[src/rtl/const_imm_fetch.sv]
// -----------------------------------------------------------------------------
// const_imm_fetch
//
// Decodes the immediate operand of the four *.const opcodes and pushes the
// assembled 64-bit value onto the operand stack.
//
//   0x41 i32.const : signed LEB128, up to 5 bytes, result zero-extended to 64
//   0x42 i64.const : signed LEB128, up to 10 bytes, full 64-bit result
//   0x43 f32.const : 4 raw little-endian bytes, result zero-extended to 64
//   0x44 f64.const : 8 raw little-endian bytes, full 64-bit result
//
// While a fetch is in progress the block owns the byte-wide ROM read port.
// Each immediate byte costs one FETCH cycle (address out) plus one CAPTURE
// cycle (registered ROM data back). Reads are not pipelined.
//
// Ports
//   clk         in   clock, rising edge
//   reset       in   synchronous, active-low reset
//   start       in   request, accepted only in IDLE
//   opcode      in   opcode byte, valid with start
//   pc_in       in   address of the first immediate byte, valid with start
//   busy        out  fetch in progress (FETCH/CAPTURE/PUSH)
//   rom_rd      out  ROM read strobe
//   rom_addr    out  ROM byte address, valid with rom_rd
//   rom_data    in   ROM byte, valid the cycle after rom_rd
//   push        out  push request to the operand stack
//   push_data   out  value to push, stable while push is held
//   push_ready  in   stack accepts; transfer when push && push_ready
//   done        out  one-cycle completion pulse after the push transfer
//   pc_out      out  address following the immediate, held after done
//   trap        out  0 none, 1 unsupported opcode, 2 LEB128 overrun (sticky)
// -----------------------------------------------------------------------------
module const_imm_fetch #(
  parameter int ADDR_WIDTH = 32
) (
  input  logic                  clk,
  input  logic                  reset,
  input  logic                  start,
  input  logic [7:0]            opcode,
  input  logic [ADDR_WIDTH-1:0] pc_in,
  output logic                  busy,
  output logic                  rom_rd,
  output logic [ADDR_WIDTH-1:0] rom_addr,
  input  logic [7:0]            rom_data,
  output logic                  push,
  output logic [63:0]           push_data,
  input  logic                  push_ready,
  output logic                  done,
  output logic [ADDR_WIDTH-1:0] pc_out,
  output logic [2:0]            trap
);

  typedef enum logic [2:0] {
    IDLE    = 3'd0,
    FETCH   = 3'd1,
    CAPTURE = 3'd2,
    PUSH    = 3'd3,
    TRAP    = 3'd4
  } state_t;

  localparam logic [7:0] OP_I32 = 8'h41;
  localparam logic [7:0] OP_I64 = 8'h42;
  localparam logic [7:0] OP_F32 = 8'h43;
  localparam logic [7:0] OP_F64 = 8'h44;

  localparam logic [2:0] TRAP_NONE    = 3'd0;
  localparam logic [2:0] TRAP_OPCODE  = 3'd1;
  localparam logic [2:0] TRAP_OVERRUN = 3'd2;

  localparam logic signed [63:0] ALL_ONES = -64'sd1;
  localparam logic [ADDR_WIDTH-1:0] ADDR_ONE = {{(ADDR_WIDTH-1){1'b0}}, 1'b1};

  // Sign-extend a finished LEB128 value: every bit at or above the number of
  // payload bits consumed becomes 1. Once 64 or more bits have been consumed
  // there is nothing left to fill.
  function automatic logic [63:0] leb_sign_fill(input logic [63:0] value,
                                                input logic [6:0]  bits_used);
    logic signed [63:0] fill;
    fill = ALL_ONES << bits_used[5:0];
    if (bits_used < 7'd64) begin
      return value | $unsigned(fill);
    end
    return value;
  endfunction

  // Narrow operands (i32/f32) deliver their value in the low word with the
  // upper word cleared; wide operands pass through unchanged.
  function automatic logic [63:0] fit_width(input logic [63:0] value,
                                            input logic        wide);
    if (wide) begin
      return value;
    end
    return {32'h0000_0000, value[31:0]};
  endfunction

  // Registered state
  state_t                  state_q,  state_nxt;
  logic [7:0]              opcode_q, opcode_nxt;
  logic [ADDR_WIDTH-1:0]   ptr_q,    ptr_nxt;
  logic [63:0]             acc_q,    acc_nxt;
  logic [6:0]              shift_q,  shift_nxt;
  logic [3:0]              cnt_q,    cnt_nxt;
  logic [2:0]              trap_q,   trap_nxt;
  logic                    done_q,   done_nxt;
  logic [ADDR_WIDTH-1:0]   pc_out_q, pc_out_nxt;

  // Operand-class decode of the latched opcode
  logic is_leb;
  logic is_wide;
  logic opcode_ok;

  assign is_leb    = (opcode_q == OP_I32) || (opcode_q == OP_I64);
  assign is_wide   = (opcode_q == OP_I64) || (opcode_q == OP_F64);
  assign opcode_ok = (opcode == OP_I32) || (opcode == OP_I64) ||
                     (opcode == OP_F32) || (opcode == OP_F64);

  // Per-byte datapath terms used by CAPTURE
  logic [3:0]  cnt_inc;
  logic [6:0]  shift_inc;
  logic [63:0] raw_placed;
  logic [63:0] leb_payload;
  logic [63:0] leb_acc;
  logic        raw_last;
  logic        leb_at_max;

  assign cnt_inc     = cnt_q + 4'd1;
  assign shift_inc   = shift_q + 7'd7;
  // Raw bytes land at 8 * (bytes already taken); cnt_q never exceeds 7 here.
  assign raw_placed  = {56'd0, rom_data} << {cnt_q[2:0], 3'b000};
  // Payload bits shifted past bit 63 fall off, which is how surplus bits in
  // a final i64 byte are discarded. i32 surplus is removed by fit_width.
  assign leb_payload = {57'd0, rom_data[6:0]} << shift_q;
  assign leb_acc     = acc_q | leb_payload;
  assign raw_last    = (cnt_inc == (is_wide ? 4'd8 : 4'd4));
  assign leb_at_max  = (cnt_inc == (is_wide ? 4'd10 : 4'd5));

  always_comb begin
    state_nxt  = state_q;
    opcode_nxt = opcode_q;
    ptr_nxt    = ptr_q;
    acc_nxt    = acc_q;
    shift_nxt  = shift_q;
    cnt_nxt    = cnt_q;
    trap_nxt   = trap_q;
    done_nxt   = 1'b0;
    pc_out_nxt = pc_out_q;
    busy       = 1'b0;
    rom_rd     = 1'b0;
    rom_addr   = '0;
    push       = 1'b0;
    push_data  = '0;

    unique case (state_q)
      IDLE: begin
        if (start) begin
          opcode_nxt = opcode;
          ptr_nxt    = pc_in;
          acc_nxt    = '0;
          shift_nxt  = '0;
          cnt_nxt    = '0;
          if (opcode_ok) begin
            state_nxt = FETCH;
          end else begin
            trap_nxt  = TRAP_OPCODE;
            state_nxt = TRAP;
          end
        end
      end

      FETCH: begin
        busy      = 1'b1;
        rom_rd    = 1'b1;
        rom_addr  = ptr_q;
        state_nxt = CAPTURE;
      end

      CAPTURE: begin
        busy    = 1'b1;
        ptr_nxt = ptr_q + ADDR_ONE;
        cnt_nxt = cnt_inc;
        if (!is_leb) begin
          if (raw_last) begin
            acc_nxt   = fit_width(acc_q | raw_placed, is_wide);
            state_nxt = PUSH;
          end else begin
            acc_nxt   = acc_q | raw_placed;
            state_nxt = FETCH;
          end
        end else begin
          shift_nxt = shift_inc;
          if (rom_data[7]) begin
            acc_nxt = leb_acc;
            if (leb_at_max) begin
              trap_nxt  = TRAP_OVERRUN;
              state_nxt = TRAP;
            end else begin
              state_nxt = FETCH;
            end
          end else begin
            // Final byte: bit 6 is the sign of the whole encoded value.
            if (rom_data[6]) begin
              acc_nxt = fit_width(leb_sign_fill(leb_acc, shift_inc), is_wide);
            end else begin
              acc_nxt = fit_width(leb_acc, is_wide);
            end
            state_nxt = PUSH;
          end
        end
      end

      PUSH: begin
        busy      = 1'b1;
        push      = 1'b1;
        push_data = acc_q;
        if (push_ready) begin
          done_nxt   = 1'b1;
          pc_out_nxt = ptr_q;
          state_nxt  = IDLE;
        end
      end

      TRAP: begin
        // Terminal until reset; start is ignored and all strobes stay low.
        state_nxt = TRAP;
      end

      default: begin
        state_nxt = IDLE;
      end
    endcase
  end

  // ---- state register boundary ----
  always_ff @(posedge clk) begin
    if (!reset) begin
      state_q  <= IDLE;
      opcode_q <= '0;
      ptr_q    <= '0;
      acc_q    <= '0;
      shift_q  <= '0;
      cnt_q    <= '0;
      trap_q   <= TRAP_NONE;
      done_q   <= 1'b0;
      pc_out_q <= '0;
    end else begin
      state_q  <= state_nxt;
      opcode_q <= opcode_nxt;
      ptr_q    <= ptr_nxt;
      acc_q    <= acc_nxt;
      shift_q  <= shift_nxt;
      cnt_q    <= cnt_nxt;
      trap_q   <= trap_nxt;
      done_q   <= done_nxt;
      pc_out_q <= pc_out_nxt;
    end
  end

  assign done   = done_q;
  assign pc_out = pc_out_q;
  assign trap   = trap_q;

endmodule

[config.mk]
export PLATFORM = sky130hd
export DESIGN_NAME = const_imm_fetch
export DESIGN_NICKNAME = d
export VERILOG_FILES = /design/src/rtl/const_imm_fetch.sv
export SDC_FILE = /design/constraint.sdc
export NUM_CORES = 1
export LEC_CHECK = 0
export ABC_AREA = 1
export CAP_MARGIN = 20
export CORE_MARGIN = 5
export CORE_UTILIZATION = 54
export DETAILED_ROUTE_END_ITERATION = 6
export GPL_TIMING_DRIVEN = 0
export PLACE_DENSITY = 0.81
export SLEW_MARGIN = 20
export SYNTH_ARGS = -nofsm -noshare
export SYNTH_HDL_FRONTEND = slang
export SYNTH_SLANG_ARGS = --single-unit
[constraint.sdc]
create_clock -name clk -period 2.9 [get_ports clk]
set_input_delay 0.58 -clock clk [delete_from_list [all_inputs] [get_ports clk]]
set_output_delay 0.58 -clock clk [all_outputs]
set_load 0.01 [all_outputs]
==> reports/results.ini <==
[yosys]
post-synth-top-area-cell = sky130_fd_sc_hd__dfxtp_1
synth_edf_count = 0
synthArstFlopShare_pct = 0
synth.net_count = 1899
ys_seq_area_share_pct = 28.50
syn_area_um2 = 10750
syn-mean-instance-area_um2 = 5.841
synth_top_area_share_pct = 28.50
yosys-top-cells-area = sky130_fd_sc_hd__dfxtp_1 (28%), sky130_fd_sc_hd__nand2_1 (18%), sky130_fd_sc_hd__nand3_1 (9.9%)
netlist_cell_types = 49
yosysWarnings = 0
postSynthRegisterBits = 153
yosys_most_used_dff = sky130_fd_sc_hd__dfxtp_1
synthCells = 1840

[grt]
overflow = 0
global_route.usage.total_pct = 44.92
grt_max_degree = 18
grt_antenna_before_repair = 0
first_global_vias = 13440
first_pass_grt_wire_length_um = 77340

[critical_path]
timing_worst_setup_path_type = input pin to flip-flop
startpoint_type = input pin
critPathSlowestCell = sky130_fd_sc_hd__clkdlybuf4s50_1
critical_path_buf_inv_count = 4
worstPathMaxFanout = 10
cpMostUsedCell = sky130_fd_sc_hd__inv_1
timing.critical_path.slowest_cell_delay_ns = 0.77
timing.critical_path.to_type = flip-flop
required_time_of_the_critical_path_ns = 3.28
path_delay_family = buffers and inverters
worstPathCellList = clkdlybuf4s50_1 > inv_1 > nor2_1 > inv_1 > nor2_8 > nand2_4 > buf_6 > o211ai_1 > nand2_1 > a21oi_1
timing.critical_path.arrival_ns = 3.30

[cts]
clock_buffer_depth = 2
cts.sinks = 153
cts_made_buffers = 17
post_cts_hold_buffer_count = 0
clock_latency_ns = 0.44
cts_tree = done
ctsHtreeMaxLevel = 4
clk_root_buffer_cell = sky130_fd_sc_hd__clkbuf_16
cts.reportedPaths.clkPinSlew_ns = 0.08

[worst_hold_path]
worstHoldPathType = flip-flop to flip-flop

[power]
worst_vdd_drop_mv = 0.3750
total_leakage_power_uw = 0.005348
post-layout-total-power_uw = 5068
power.density_nw_per_um2 = 371.1

[timing]
layout_min_cycle_time_ns = 2.927
clock_skew_ns = 0.01605
holdWs_ns = 0.4542
highest_clock_frequency_the_design_can_meet_mhz = 341.6
slew_viol_final = 0
grt_setup_unrepaired = no
max-slew-margin-rel_pct = 32.24
final.setup.worst_slack_ns = -0.02740
min_period_over_period_pct = 100.9
finalHoldViolCount = 0
worst_pin_slew_ns = 1.009
finalSetupViolCount = 2
fin_tns_setup_ns = -0.04563

[final_layout]
finish.net_count = 2101
layout_commonest_cell = sky130_fd_sc_hd__nand2_1
final_instance_area_um2 = 13660
drive_gt1_share_pct = 6.618
final_cell_mix = sky130_fd_sc_hd__nand2_1 (528), sky130_fd_sc_hd__nand3_1 (211), sky130_fd_sc_hd__a21oi_1 (182)
syn_to_final_growth_pct = 27.05

[drt]
vias = 14610
drc_errors = 36
firstDrtPassIters = 7
avgViaCountPerCell = 6.295
antenna_left = 0
detail_route.wl_per_cell_um = 22.69
route.final.wire_length_um = 52670
detail_route.iter0.violations = 2235

[status]
failed_checks = design-rule violations, negative setup slack
status = finished with violations

[place]
gpl.final_weighted_congestion = 1.214
portBuffers = 184
placed_cell_area_um2 = 12920
hpwl_um = 39190

[die]
initial_core_util_pct = 55.04
top_level_pins = 187
rows = 51
die_h_um = 151.1
die-width_um = 151.1
die-area_um2 = 22830
core_region_area_um2 = 19530

[flow_run]
drv.max_cap_violation_count = 0

==> path summary, 6_finish.rpt <==
kind	slack, ns	start	endpoint	cells after the start
worst min register to register	0.45	trap[0]	trap[0]	2
worst max-delay path	-0.03	rom_data[6]	acc_q[28]	10
worst max register to register	0.18	shift_q[0]	acc_q[28]	13
worst min-delay path	0.45	trap[0]	trap[0]	2
==> repair_timing <==
item	CTS	global route
setup endpoints to repair	95	85
pin swaps	1	1
gates resized for setup	17	42
hold endpoints to repair	0	0
buffers inserted	2	0
==> state kept, by name (all words and copies together), names as in the netlist, 2 cells and up <==
| register | flops |
|---|---|
| acc_q | 64 |
| cnt_q | 4 |
| opcode_q | 8 |
| pc_out | 32 |
| ptr_q | 32 |
| shift_q | 7 |
| state_q | 3 |
| trap | 2 |
==> where the power goes <==
part	switching (uW)	leakage [uW]	internal, uW	total [uW]
Sequential	61.8	0.00124	2140	2200
Combinational	388	0.00382	177	565
Clock	1120	0.000292	1180	2300
Total	1570	0.00535	3500	5070
==> per-stage QoR <==
| stage | setup WS (ns) | std cells | util [%] |
|---|---|---|---|
| after detailed placement | -0.4941 | 2289 | 66.17 |
| after global routing | 0.0003930 | 2320 | 69.92 |
| after floorplan | 0.7174 | 1840 | - |
| after CTS | 0.0002462 | 2322 | 69.51 |
| after global placement | -0.4924 | 2289 | 66.17 |
| final | -0.02740 | 2321 | 69.93 |
==> per-layer routing <==
layer | GRT usage [%] | wire length (um) | vias to the layer above
met5 | 1.364 | 40 | -
met4 | 34.18 | 5278 | 2
met3 | 13.85 | 7457 | 399
met2 | 68.61 | 21890 | 1279
met1 | 52.46 | 18010 | 6471
li1 | - | - | 6459
==> area by class of cell <==
cell class	count	area [um2]
flip-flops and latches	153	3069
clock inverters	14	150.1
clock buffers	18	439.2
repair buffers	186	1936
inverters	170	641.9
multi-input cells	1394	6533
well taps	265	331.6
plain buffers	120	553.0
diodes	1	2.502
fillers	1753	5871
==> cells in the mapped netlist (2+ instances only) <==
master and n:
sky130_fd_sc_hd__ha_1 7, sky130_fd_sc_hd__a31oi_1 26, sky130_fd_sc_hd__and3_1 2, sky130_fd_sc_hd__nor2_4 2, sky130_fd_sc_hd__a311oi_1 2, sky130_fd_sc_hd__a41oi_1 2
sky130_fd_sc_hd__nand4_1 44, sky130_fd_sc_hd__a21oi_1 182, sky130_fd_sc_hd__o21ai_1 5, sky130_fd_sc_hd__nand2_1 529, sky130_fd_sc_hd__clkbuf_1 66, sky130_fd_sc_hd__o21bai_1 2
sky130_fd_sc_hd__or2_2 3, sky130_fd_sc_hd__buf_1 14, sky130_fd_sc_hd__o31ai_1 2, sky130_fd_sc_hd__o21ai_0 93, sky130_fd_sc_hd__nor3b_1 2, sky130_fd_sc_hd__o22ai_1 4
sky130_fd_sc_hd__a211oi_1 3, sky130_fd_sc_hd__dfxtp_1 153, sky130_fd_sc_hd__nand3_1 212, sky130_fd_sc_hd__o211ai_1 20, sky130_fd_sc_hd__nor2_1 171, sky130_fd_sc_hd__buf_2 30
sky130_fd_sc_hd__inv_2 10, sky130_fd_sc_hd__buf_4 11, sky130_fd_sc_hd__nor2_2 10, sky130_fd_sc_hd__inv_1 159, sky130_fd_sc_hd__nor4_1 3, sky130_fd_sc_hd__nand2_2 6
sky130_fd_sc_hd__and2_1 4, sky130_fd_sc_hd__a221oi_1 4, sky130_fd_sc_hd__xor2_1 8, sky130_fd_sc_hd__nor3_1 34
==> worst register-to-register path, delay by kind of cell (launching register included) <==
kind	cells	cell delay, ns
and+or+nand+nor	7	0.97
AOI/OAI and AO/OA	2	0.59
buffers and inverters	3	0.48
DFF	1	0.40
adders and majority gates	1	0.24
==> cells by family after synthesis <==
logic type                 Yosys count  synth area share (%)
and+or+nand+nor                   1028                 41.23
AOI/OAI and AO/OA                  349                 17.64
buffers and inverters              293                 11.05
DFF                                153                 28.50
xor gates and xnor gates             9                0.7335
adders and majority gates            7                0.8149
other                                1               0.03489
No activity file was read; power rests on OpenSTA's default activity.
